--- config.mk ---
export PLATFORM = sky130hd
export DESIGN_NAME = ysyx_25040101_mem_arbiter_flat
export DESIGN_NICKNAME = d
export VERILOG_FILES = /design/src/rtl/ysyx_25040101_mem_arbiter_pkg.sv /design/src/rtl/ysyx_25040101_mem_arbiter_if.sv /design/src/rtl/ysyx_25040101_mem_arbiter.sv /design/src/flat_wrapper.sv
export SDC_FILE = /design/constraint.sdc
export NUM_CORES = 1
export LEC_CHECK = 0
export ABC_AREA = 1
export BUFFER_PORTS_ARGS = -buffer_cell sky130_fd_sc_hd__buf_2
export CAP_MARGIN = 20
export CORE_MARGIN = 4
export CORE_UTILIZATION = 30
export CTS_CLUSTER_DIAMETER = 200
export DETAILED_ROUTE_END_ITERATION = 7
export PLACE_DENSITY = 0.68
export SETUP_SLACK_MARGIN = 0.1
export SLEW_MARGIN = 5
export SYNTH_ARGS = -nofsm -noshare
export SYNTH_HDL_FRONTEND = slang
export SYNTH_SLANG_ARGS = --single-unit
export TNS_END_PERCENT = 5
--- constraint.sdc ---
create_clock -name clk -period 2.8 [get_ports clk]
set_input_delay 0.28 -clock clk [delete_from_list [all_inputs] [get_ports clk]]
set_output_delay 0.28 -clock clk [all_outputs]
set_load 0.03 [all_outputs]
--- src/rtl/ysyx_25040101_mem_arbiter_pkg.sv ---
`default_nettype none
// ============================================================================
//  Module      : ysyx_25040101_mem_arbiter_pkg
//  Description : Shared encodings and bus widths for the IFU/LSU memory
//                arbiter.
//  Revision    : 1.0  initial release
// ============================================================================
package ysyx_25040101_mem_arbiter_pkg;

    localparam int ADDR_W = 32;
    localparam int DATA_W = 32;
    localparam int MASK_W = 4;

    typedef enum logic [1:0] {
        ST_IDLE = 2'd0,
        ST_REQ  = 2'd1,
        ST_WAIT = 2'd2
    } state_t;

    typedef enum logic {
        GNT_IFU = 1'b0,
        GNT_LSU = 1'b1
    } grant_t;

endpackage
`default_nettype wire

--- src/rtl/ysyx_25040101_mem_arbiter_if.sv ---
`default_nettype none
// ============================================================================
//  Module      : ysyx_25040101_mem_arbiter_if
//  Description : Bundle of the upstream IFU/LSU channels and the downstream
//                memory port. "slave" is the arbiter's view, "master" is the
//                view of the environment (requesters plus memory).
//  Revision    : 1.0  initial release
// ============================================================================
interface ysyx_25040101_mem_arbiter_if;
    import ysyx_25040101_mem_arbiter_pkg::*;

    // IFU channel
    logic              ifu_req_valid;
    logic              ifu_req_ready;
    logic [ADDR_W-1:0] ifu_addr;
    logic              ifu_rsp_valid;
    logic              ifu_rsp_err;

    // LSU channel
    logic              lsu_req_valid;
    logic              lsu_req_ready;
    logic [ADDR_W-1:0] lsu_addr;
    logic              lsu_wen;
    logic [DATA_W-1:0] lsu_wdata;
    logic [MASK_W-1:0] lsu_wmask;
    logic              lsu_rsp_valid;
    logic              lsu_rsp_err;

    // Shared read data for both response channels
    logic [DATA_W-1:0] rsp_rdata;

    // Downstream memory port
    logic              mem_req_valid;
    logic              mem_req_ready;
    logic [ADDR_W-1:0] mem_addr;
    logic              mem_wen;
    logic [DATA_W-1:0] mem_wdata;
    logic [MASK_W-1:0] mem_wmask;
    logic              mem_rsp_valid;
    logic [DATA_W-1:0] mem_rsp_rdata;

    modport slave (
        input  ifu_req_valid, ifu_addr,
        input  lsu_req_valid, lsu_addr, lsu_wen, lsu_wdata, lsu_wmask,
        input  mem_req_ready, mem_rsp_valid, mem_rsp_rdata,
        output ifu_req_ready, ifu_rsp_valid, ifu_rsp_err,
        output lsu_req_ready, lsu_rsp_valid, lsu_rsp_err,
        output rsp_rdata,
        output mem_req_valid, mem_addr, mem_wen, mem_wdata, mem_wmask
    );

    modport master (
        output ifu_req_valid, ifu_addr,
        output lsu_req_valid, lsu_addr, lsu_wen, lsu_wdata, lsu_wmask,
        output mem_req_ready, mem_rsp_valid, mem_rsp_rdata,
        input  ifu_req_ready, ifu_rsp_valid, ifu_rsp_err,
        input  lsu_req_ready, lsu_rsp_valid, lsu_rsp_err,
        input  rsp_rdata,
        input  mem_req_valid, mem_addr, mem_wen, mem_wdata, mem_wmask
    );

endinterface
`default_nettype wire

--- src/rtl/ysyx_25040101_mem_arbiter.sv ---
`default_nettype none
// ============================================================================
//  Module      : ysyx_25040101_mem_arbiter
//  Description : Shares one memory port between IFU and LSU with a single
//                transaction in flight, round-robin on ties, and a response
//                timeout that returns an error to the owner.
//  Revision    : 1.0  initial release
// ============================================================================
module ysyx_25040101_mem_arbiter
    import ysyx_25040101_mem_arbiter_pkg::*;
#(
    parameter int TIMEOUT = 255
) (
    input  wire logic                      clk,
    input  wire logic                      rst,
    ysyx_25040101_mem_arbiter_if.slave     bus
);

    localparam int               c_CNT_W       = $clog2(TIMEOUT + 1);
    localparam logic [c_CNT_W-1:0] c_TIMEOUT_CNT = c_CNT_W'(TIMEOUT);

    state_t              r_state;
    grant_t              r_last_grant;
    grant_t              r_grant;
    logic [c_CNT_W-1:0]  r_cnt;

    logic                r_mem_req_valid;
    logic [ADDR_W-1:0]   r_mem_addr;
    logic                r_mem_wen;
    logic [DATA_W-1:0]   r_mem_wdata;
    logic [MASK_W-1:0]   r_mem_wmask;

    grant_t              w_sel;
    logic                w_accept;
    logic                w_in_wait;
    logic                w_timeout;
    logic                w_rsp_fire;
    logic                w_rsp_err;

    // Round-robin pick: a tie goes to whoever was not served last
    always_comb begin
        w_sel = GNT_IFU;
        if (bus.ifu_req_valid && bus.lsu_req_valid) begin
            w_sel = (r_last_grant == GNT_IFU) ? GNT_LSU : GNT_IFU;
        end else if (bus.lsu_req_valid) begin
            w_sel = GNT_LSU;
        end
    end

    assign w_accept   = (r_state == ST_IDLE) && (bus.ifu_req_valid || bus.lsu_req_valid);
    assign w_in_wait  = (r_state == ST_WAIT);
    assign w_timeout  = (r_cnt == c_TIMEOUT_CNT);
    // A real response in the timeout cycle takes priority over the error
    assign w_rsp_fire = w_in_wait && (bus.mem_rsp_valid || w_timeout);
    assign w_rsp_err  = w_in_wait && !bus.mem_rsp_valid && w_timeout;

    // Transaction FSM: latch on grant, hold the request until accepted, then wait
    always_ff @(posedge clk or posedge rst) begin
        if (rst) begin
            r_state         <= ST_IDLE;
            r_last_grant    <= GNT_IFU;
            r_grant         <= GNT_IFU;
            r_cnt           <= '0;
            r_mem_req_valid <= 1'b0;
            r_mem_addr      <= '0;
            r_mem_wen       <= 1'b0;
            r_mem_wdata     <= '0;
            r_mem_wmask     <= '0;
        end else begin
            case (r_state)
                ST_IDLE: begin
                    if (w_accept) begin
                        r_state         <= ST_REQ;
                        r_last_grant    <= w_sel;
                        r_grant         <= w_sel;
                        r_mem_req_valid <= 1'b1;
                        if (w_sel == GNT_LSU) begin
                            r_mem_addr  <= bus.lsu_addr;
                            r_mem_wen   <= bus.lsu_wen;
                            r_mem_wdata <= bus.lsu_wdata;
                            r_mem_wmask <= bus.lsu_wmask;
                        end else begin
                            // Instruction fetch is always a full-word read
                            r_mem_addr  <= bus.ifu_addr;
                            r_mem_wen   <= 1'b0;
                            r_mem_wdata <= '0;
                            r_mem_wmask <= '1;
                        end
                    end
                end
                ST_REQ: begin
                    if (bus.mem_req_ready) begin
                        r_state         <= ST_WAIT;
                        r_mem_req_valid <= 1'b0;
                        r_cnt           <= '0;
                    end
                end
                ST_WAIT: begin
                    if (w_rsp_fire) begin
                        r_state <= ST_IDLE;
                    end else begin
                        r_cnt <= r_cnt + c_CNT_W'(1);
                    end
                end
                default: begin
                    r_state <= ST_IDLE;
                end
            endcase
        end
    end

    assign bus.ifu_req_ready = w_accept && (w_sel == GNT_IFU);
    assign bus.lsu_req_ready = w_accept && (w_sel == GNT_LSU);

    assign bus.ifu_rsp_valid = w_rsp_fire && (r_grant == GNT_IFU);
    assign bus.lsu_rsp_valid = w_rsp_fire && (r_grant == GNT_LSU);
    assign bus.ifu_rsp_err   = w_rsp_err  && (r_grant == GNT_IFU);
    assign bus.lsu_rsp_err   = w_rsp_err  && (r_grant == GNT_LSU);
    assign bus.rsp_rdata     = (w_in_wait && bus.mem_rsp_valid) ? bus.mem_rsp_rdata : '0;

    assign bus.mem_req_valid = r_mem_req_valid;
    assign bus.mem_addr      = r_mem_addr;
    assign bus.mem_wen       = r_mem_wen;
    assign bus.mem_wdata     = r_mem_wdata;
    assign bus.mem_wmask     = r_mem_wmask;

endmodule
`default_nettype wire

--- src/flat_wrapper.sv ---
// flat-port wrapper written by rule: the top's interface ports become plain ports
module ysyx_25040101_mem_arbiter_flat import ysyx_25040101_mem_arbiter_pkg::*;
#(
    parameter int TIMEOUT = 255
)
  (clk, rst, bus_ifu_req_valid, bus_ifu_addr, bus_lsu_req_valid, bus_lsu_addr, bus_lsu_wen, bus_lsu_wdata, bus_lsu_wmask, bus_mem_req_ready, bus_mem_rsp_valid, bus_mem_rsp_rdata, bus_ifu_req_ready, bus_ifu_rsp_valid, bus_ifu_rsp_err, bus_lsu_req_ready, bus_lsu_rsp_valid, bus_lsu_rsp_err, bus_rsp_rdata, bus_mem_req_valid, bus_mem_addr, bus_mem_wen, bus_mem_wdata, bus_mem_wmask);
  ysyx_25040101_mem_arbiter_if bus_i ();
  input  wire logic clk;
  input  wire logic rst;
  input wire logic [$bits(bus_i.ifu_req_valid)-1:0] bus_ifu_req_valid;
  input wire logic [$bits(bus_i.ifu_addr)-1:0] bus_ifu_addr;
  input wire logic [$bits(bus_i.lsu_req_valid)-1:0] bus_lsu_req_valid;
  input wire logic [$bits(bus_i.lsu_addr)-1:0] bus_lsu_addr;
  input wire logic [$bits(bus_i.lsu_wen)-1:0] bus_lsu_wen;
  input wire logic [$bits(bus_i.lsu_wdata)-1:0] bus_lsu_wdata;
  input wire logic [$bits(bus_i.lsu_wmask)-1:0] bus_lsu_wmask;
  input wire logic [$bits(bus_i.mem_req_ready)-1:0] bus_mem_req_ready;
  input wire logic [$bits(bus_i.mem_rsp_valid)-1:0] bus_mem_rsp_valid;
  input wire logic [$bits(bus_i.mem_rsp_rdata)-1:0] bus_mem_rsp_rdata;
  output wire logic [$bits(bus_i.ifu_req_ready)-1:0] bus_ifu_req_ready;
  output wire logic [$bits(bus_i.ifu_rsp_valid)-1:0] bus_ifu_rsp_valid;
  output wire logic [$bits(bus_i.ifu_rsp_err)-1:0] bus_ifu_rsp_err;
  output wire logic [$bits(bus_i.lsu_req_ready)-1:0] bus_lsu_req_ready;
  output wire logic [$bits(bus_i.lsu_rsp_valid)-1:0] bus_lsu_rsp_valid;
  output wire logic [$bits(bus_i.lsu_rsp_err)-1:0] bus_lsu_rsp_err;
  output wire logic [$bits(bus_i.rsp_rdata)-1:0] bus_rsp_rdata;
  output wire logic [$bits(bus_i.mem_req_valid)-1:0] bus_mem_req_valid;
  output wire logic [$bits(bus_i.mem_addr)-1:0] bus_mem_addr;
  output wire logic [$bits(bus_i.mem_wen)-1:0] bus_mem_wen;
  output wire logic [$bits(bus_i.mem_wdata)-1:0] bus_mem_wdata;
  output wire logic [$bits(bus_i.mem_wmask)-1:0] bus_mem_wmask;
  assign bus_i.ifu_req_valid = bus_ifu_req_valid;
  assign bus_i.ifu_addr = bus_ifu_addr;
  assign bus_i.lsu_req_valid = bus_lsu_req_valid;
  assign bus_i.lsu_addr = bus_lsu_addr;
  assign bus_i.lsu_wen = bus_lsu_wen;
  assign bus_i.lsu_wdata = bus_lsu_wdata;
  assign bus_i.lsu_wmask = bus_lsu_wmask;
  assign bus_i.mem_req_ready = bus_mem_req_ready;
  assign bus_i.mem_rsp_valid = bus_mem_rsp_valid;
  assign bus_i.mem_rsp_rdata = bus_mem_rsp_rdata;
  assign bus_ifu_req_ready = bus_i.ifu_req_ready;
  assign bus_ifu_rsp_valid = bus_i.ifu_rsp_valid;
  assign bus_ifu_rsp_err = bus_i.ifu_rsp_err;
  assign bus_lsu_req_ready = bus_i.lsu_req_ready;
  assign bus_lsu_rsp_valid = bus_i.lsu_rsp_valid;
  assign bus_lsu_rsp_err = bus_i.lsu_rsp_err;
  assign bus_rsp_rdata = bus_i.rsp_rdata;
  assign bus_mem_req_valid = bus_i.mem_req_valid;
  assign bus_mem_addr = bus_i.mem_addr;
  assign bus_mem_wen = bus_i.mem_wen;
  assign bus_mem_wdata = bus_i.mem_wdata;
  assign bus_mem_wmask = bus_i.mem_wmask;
  ysyx_25040101_mem_arbiter #(.TIMEOUT(TIMEOUT)) u_core (.clk(clk), .rst(rst), .bus(bus_i));
endmodule
==> flow_summary.ini <==
[outcome]
outcome = finished with violations
violations_in_the_final_reports = hold timing

[floorplan]
initial_core_util = 0.3081
die_x_um = 119.5
fp-row-count = 40
ioPinCount = 247
die_height_um = 119.5
die-area_mm2 = 0.01429
core_mm2 = 0.01211

[worst_setup_path]
critical_path_peak_fanout = 5
worst_r2r_startpoint = u_core.r_state[0]
setup.worst_path.end_class = output pin
timing_worst_setup_path_type = flip-flop to output pin
worst_setup_path_start_kind = flip-flop
r2r_end = u_core.bus.mem_addr[30]
reg2reg_setup_slack_ps = 1100
critPathArrivalTime_ps = 1840
startpoint = u_core.r_cnt[0]
worst-r2r-cell-count = 6
worst_ep_required_time_ps = 2520

[clock_network]
tritoncts.num_buffers = 9
tritoncts = done
clockRootBuffer = sky130_fd_sc_hd__clkbuf_16
cts.clk_slew.worst_paths_ps = 60
h-tree-depth = 3
post-cts-setup-buffers = 0
post_cts_resize_count = 0
clock_tree.buffer_depth = 2
worst_skew_pair.late_latency_ps = 330
cts_sinks = 81
postCtsHoldBufs = 0

[min_path]
hp-class = primary input to asynchronous set/reset pin

[timing]
upper_clock_frequency_limit_ghz = 0.4723
rsz0062_at_grt = no
clock_skew_ps = 11.52
finalSetupTns_ps = 0
hold_viol_final = 4
max_slew.worst_pin.slew_ps = 644.9
min_period_over_period = 0.7561
final-max-slew-violation-count = 0
timing.final.crit_period_ps = 2117
timing.final.setup_violations = 0
hold-worst-slack_ps = -5.603
slew_headroom = 0.5684
final.setup.worst_slack_ps = 682.9

[routing]
routed_wl_um = 11470
routed_via_density = 4.447
wl_per_cell_um = 13.67
route.vias.total = 3731
detail_route.iter0.violations = 201
ant_nets = 0
drt_drc_violations_left = 0
firstDrtPassIters = 4

[global_route]
global_route.usage.total = 0.1571
largest_net_degree_at_the_start_of_global_routing = 55
grt_antenna_before_repair = 1
grt_pass1_wl_um = 17970
first_global_vias = 3557
globalRouteOverflowTotal = 0

[synth]
post-synth-top-area-fraction = 0.5433
synth.largest_area_cell = sky130_fd_sc_hd__dfrtp_1
ys_warn_count = 0
seq_area_frac_synth = 0.5433
post_synth_inst_count = 426
synth_area_per_inst_um2 = 8.758
most_area_consuming_cells_after_synthesis = sky130_fd_sc_hd__dfrtp_1, sky130_fd_sc_hd__nand2_1, sky130_fd_sc_hd__a22o_1
post_synth_num_cell_types = 24
synth_seq_cells = 81
syn_nets = 566
synth_area_mm2 = 0.003731

[placement]
placed_cell_area_mm2 = 0.005116
gpl.final_weighted_congestion = 0.8408
port_buffers = 246
placement.setup.worst_slack_ps = 1041
hpwl_um = 8760

[cells_and_area]
total_nets_final = 806
drive_gt1_frac = 0.4328
layout.filler_cells = 1213
finalInstanceArea_mm2 = 0.005460
layout.core_utilization = 0.4508
area_growth_syn_to_layout_pct = 46.34

[run]
maxCapViolCount = 0

[power_and_ir_drop]
leakagePower_nw = 3.158
power.ir.vdd_worst_mv = 0.4887
p_per_area_mw_per_mm2 = 1121
overall_power_after_layout_mw = 6.121
## synthesized netlist by cell type (all sizes together)
cell,instances
nand2,133
nand4,1
dfrtp,81
nor2,49
ha,1
a22o,33
clkbuf,1
o22a,4
nand3,44
buf,21
nand3b,1
a21oi,1
o21ai,9
inv,47
## how the worst max path moves through the flow
stage                                         to  slack, ps  cells after the start
after CTS                      bus_ifu_rsp_valid        680                      8
after global placement         bus_ifu_rsp_valid       1060                      8
after global routing           bus_ifu_rsp_valid        550                      8
final                          bus_ifu_rsp_valid        680                      8
after floorplan           u_core.bus.mem_addr[0]        440                      1
after detailed placement       bus_ifu_rsp_valid       1040                      8
## metal layers
metal	wire length, um	vias to the layer above	share of wire	global-route usage
li1	-	1838	-	-
met1	4781	1698	0.42	0.1967
met2	5427	182	0.47	0.2574
met3	1075	13	0.094	0.05278
met4	184	0	0.016	0.04868
met5	0	-	0	0
## registers in the layout, indices dropped and copies added (netlist names)
signal,count
u_core.bus.mem_addr,32
u_core.bus.mem_wdata,32
u_core.r_cnt,8
u_core.bus.mem_wmask,4
u_core.r_state,2
u_core.bus.mem_req_valid,1
u_core.bus.mem_wen,1
u_core.r_last_grant,1
## cell usage in the layout (no fill, tap or decap)
cell,instances
sky130_fd_sc_hd__nand2_1,125
sky130_fd_sc_hd__clkbuf_16,9
sky130_fd_sc_hd__ha_1,1
sky130_fd_sc_hd__a22o_1,33
sky130_fd_sc_hd__buf_2,246
sky130_fd_sc_hd__inv_6,1
sky130_fd_sc_hd__nor2_2,2
sky130_fd_sc_hd__inv_1,41
sky130_fd_sc_hd__dfrtp_1,81
sky130_fd_sc_hd__inv_2,5
sky130_fd_sc_hd__a21oi_4,1
sky130_fd_sc_hd__nand3_1,44
sky130_fd_sc_hd__o21ai_4,1
sky130_fd_sc_hd__nand3b_1,1
sky130_fd_sc_hd__nor2_1,44
sky130_fd_sc_hd__buf_4,2
sky130_fd_sc_hd__diode_2,1
sky130_fd_sc_hd__nand2_2,6
sky130_fd_sc_hd__o21ai_1,1
sky130_fd_sc_hd__buf_12,3
sky130_fd_sc_hd__o21ai_2,3
sky130_fd_sc_hd__clkinv_4,2
sky130_fd_sc_hd__o21ai_0,4
sky130_fd_sc_hd__nand4_1,1
sky130_fd_sc_hd__nor2_4,3
sky130_fd_sc_hd__bufinv_16,3
sky130_fd_sc_hd__o22a_1,4
sky130_fd_sc_hd__clkinv_2,1
sky130_fd_sc_hd__nand2_4,2
## worst max-delay path: stages, from the launching register on
cell and delay [ps]:
sky130_fd_sc_hd__dfrtp_1 420, sky130_fd_sc_hd__ha_1 310, sky130_fd_sc_hd__nand2_4 80, sky130_fd_sc_hd__nor2_4 100
sky130_fd_sc_hd__nand2_2 90, sky130_fd_sc_hd__inv_1 70, sky130_fd_sc_hd__o21ai_0 90, sky130_fd_sc_hd__nor2_1 130
sky130_fd_sc_hd__buf_2 220
## logic make-up (layout without fill, tap and decap cells)
| group | count (synthesis) | after routing | share of synthesized area |
|---|---|---|---|
| AO/OA/AOI/OAI | 47 | 47 | 0.1073 |
| adder cells (fa/ha/maj) | 1 | 1 | 0.003353 |
| buffers and inverters | 69 | 313 | 0.08484 |
| flip-flops | 81 | 81 | 0.5433 |
| other | 0 | 1 | 0 |
| AND/OR/NAND/NOR | 228 | 228 | 0.2612 |
## area by class of cell
type | count | area, um2 | area share
diodes | 1 | 2.502 | 0.0004583
inverters | 47 | 177.7 | 0.03254
multi-input cells | 276 | 1395 | 0.2555
clock inverters | 6 | 116.4 | 0.02131
repair buffers | 251 | 1306 | 0.2392
clock buffers | 9 | 225.2 | 0.04125
flip-flops and latches | 81 | 2027 | 0.3712
well taps | 168 | 210.2 | 0.03850
## where the power goes
| group | internal, mW | total, mW | switching, mW | leakage [nW] |
|---|---|---|---|---|
| clock | 0.872 | 1.35 | 0.475 | 0.166 |
| sequential | 1.64 | 1.90 | 0.267 | 1.02 |
| combinational | 0.886 | 2.87 | 1.98 | 1.97 |
## through the flow
| stage | instances | hold slack, ps |
|---|---|---|
| 6_report | 839 | -5.603 |
| 5_1_grt | 839 | 50.90 |
| 4_1_cts | 838 | 7.940 |
| 3_5_place_dp | 823 | 374.8 |
| 3_3_place_gp | 823 | 373.2 |
| 2_1_floorplan | 426 | 387.2 |
Power figures use the tool's default switching activity.
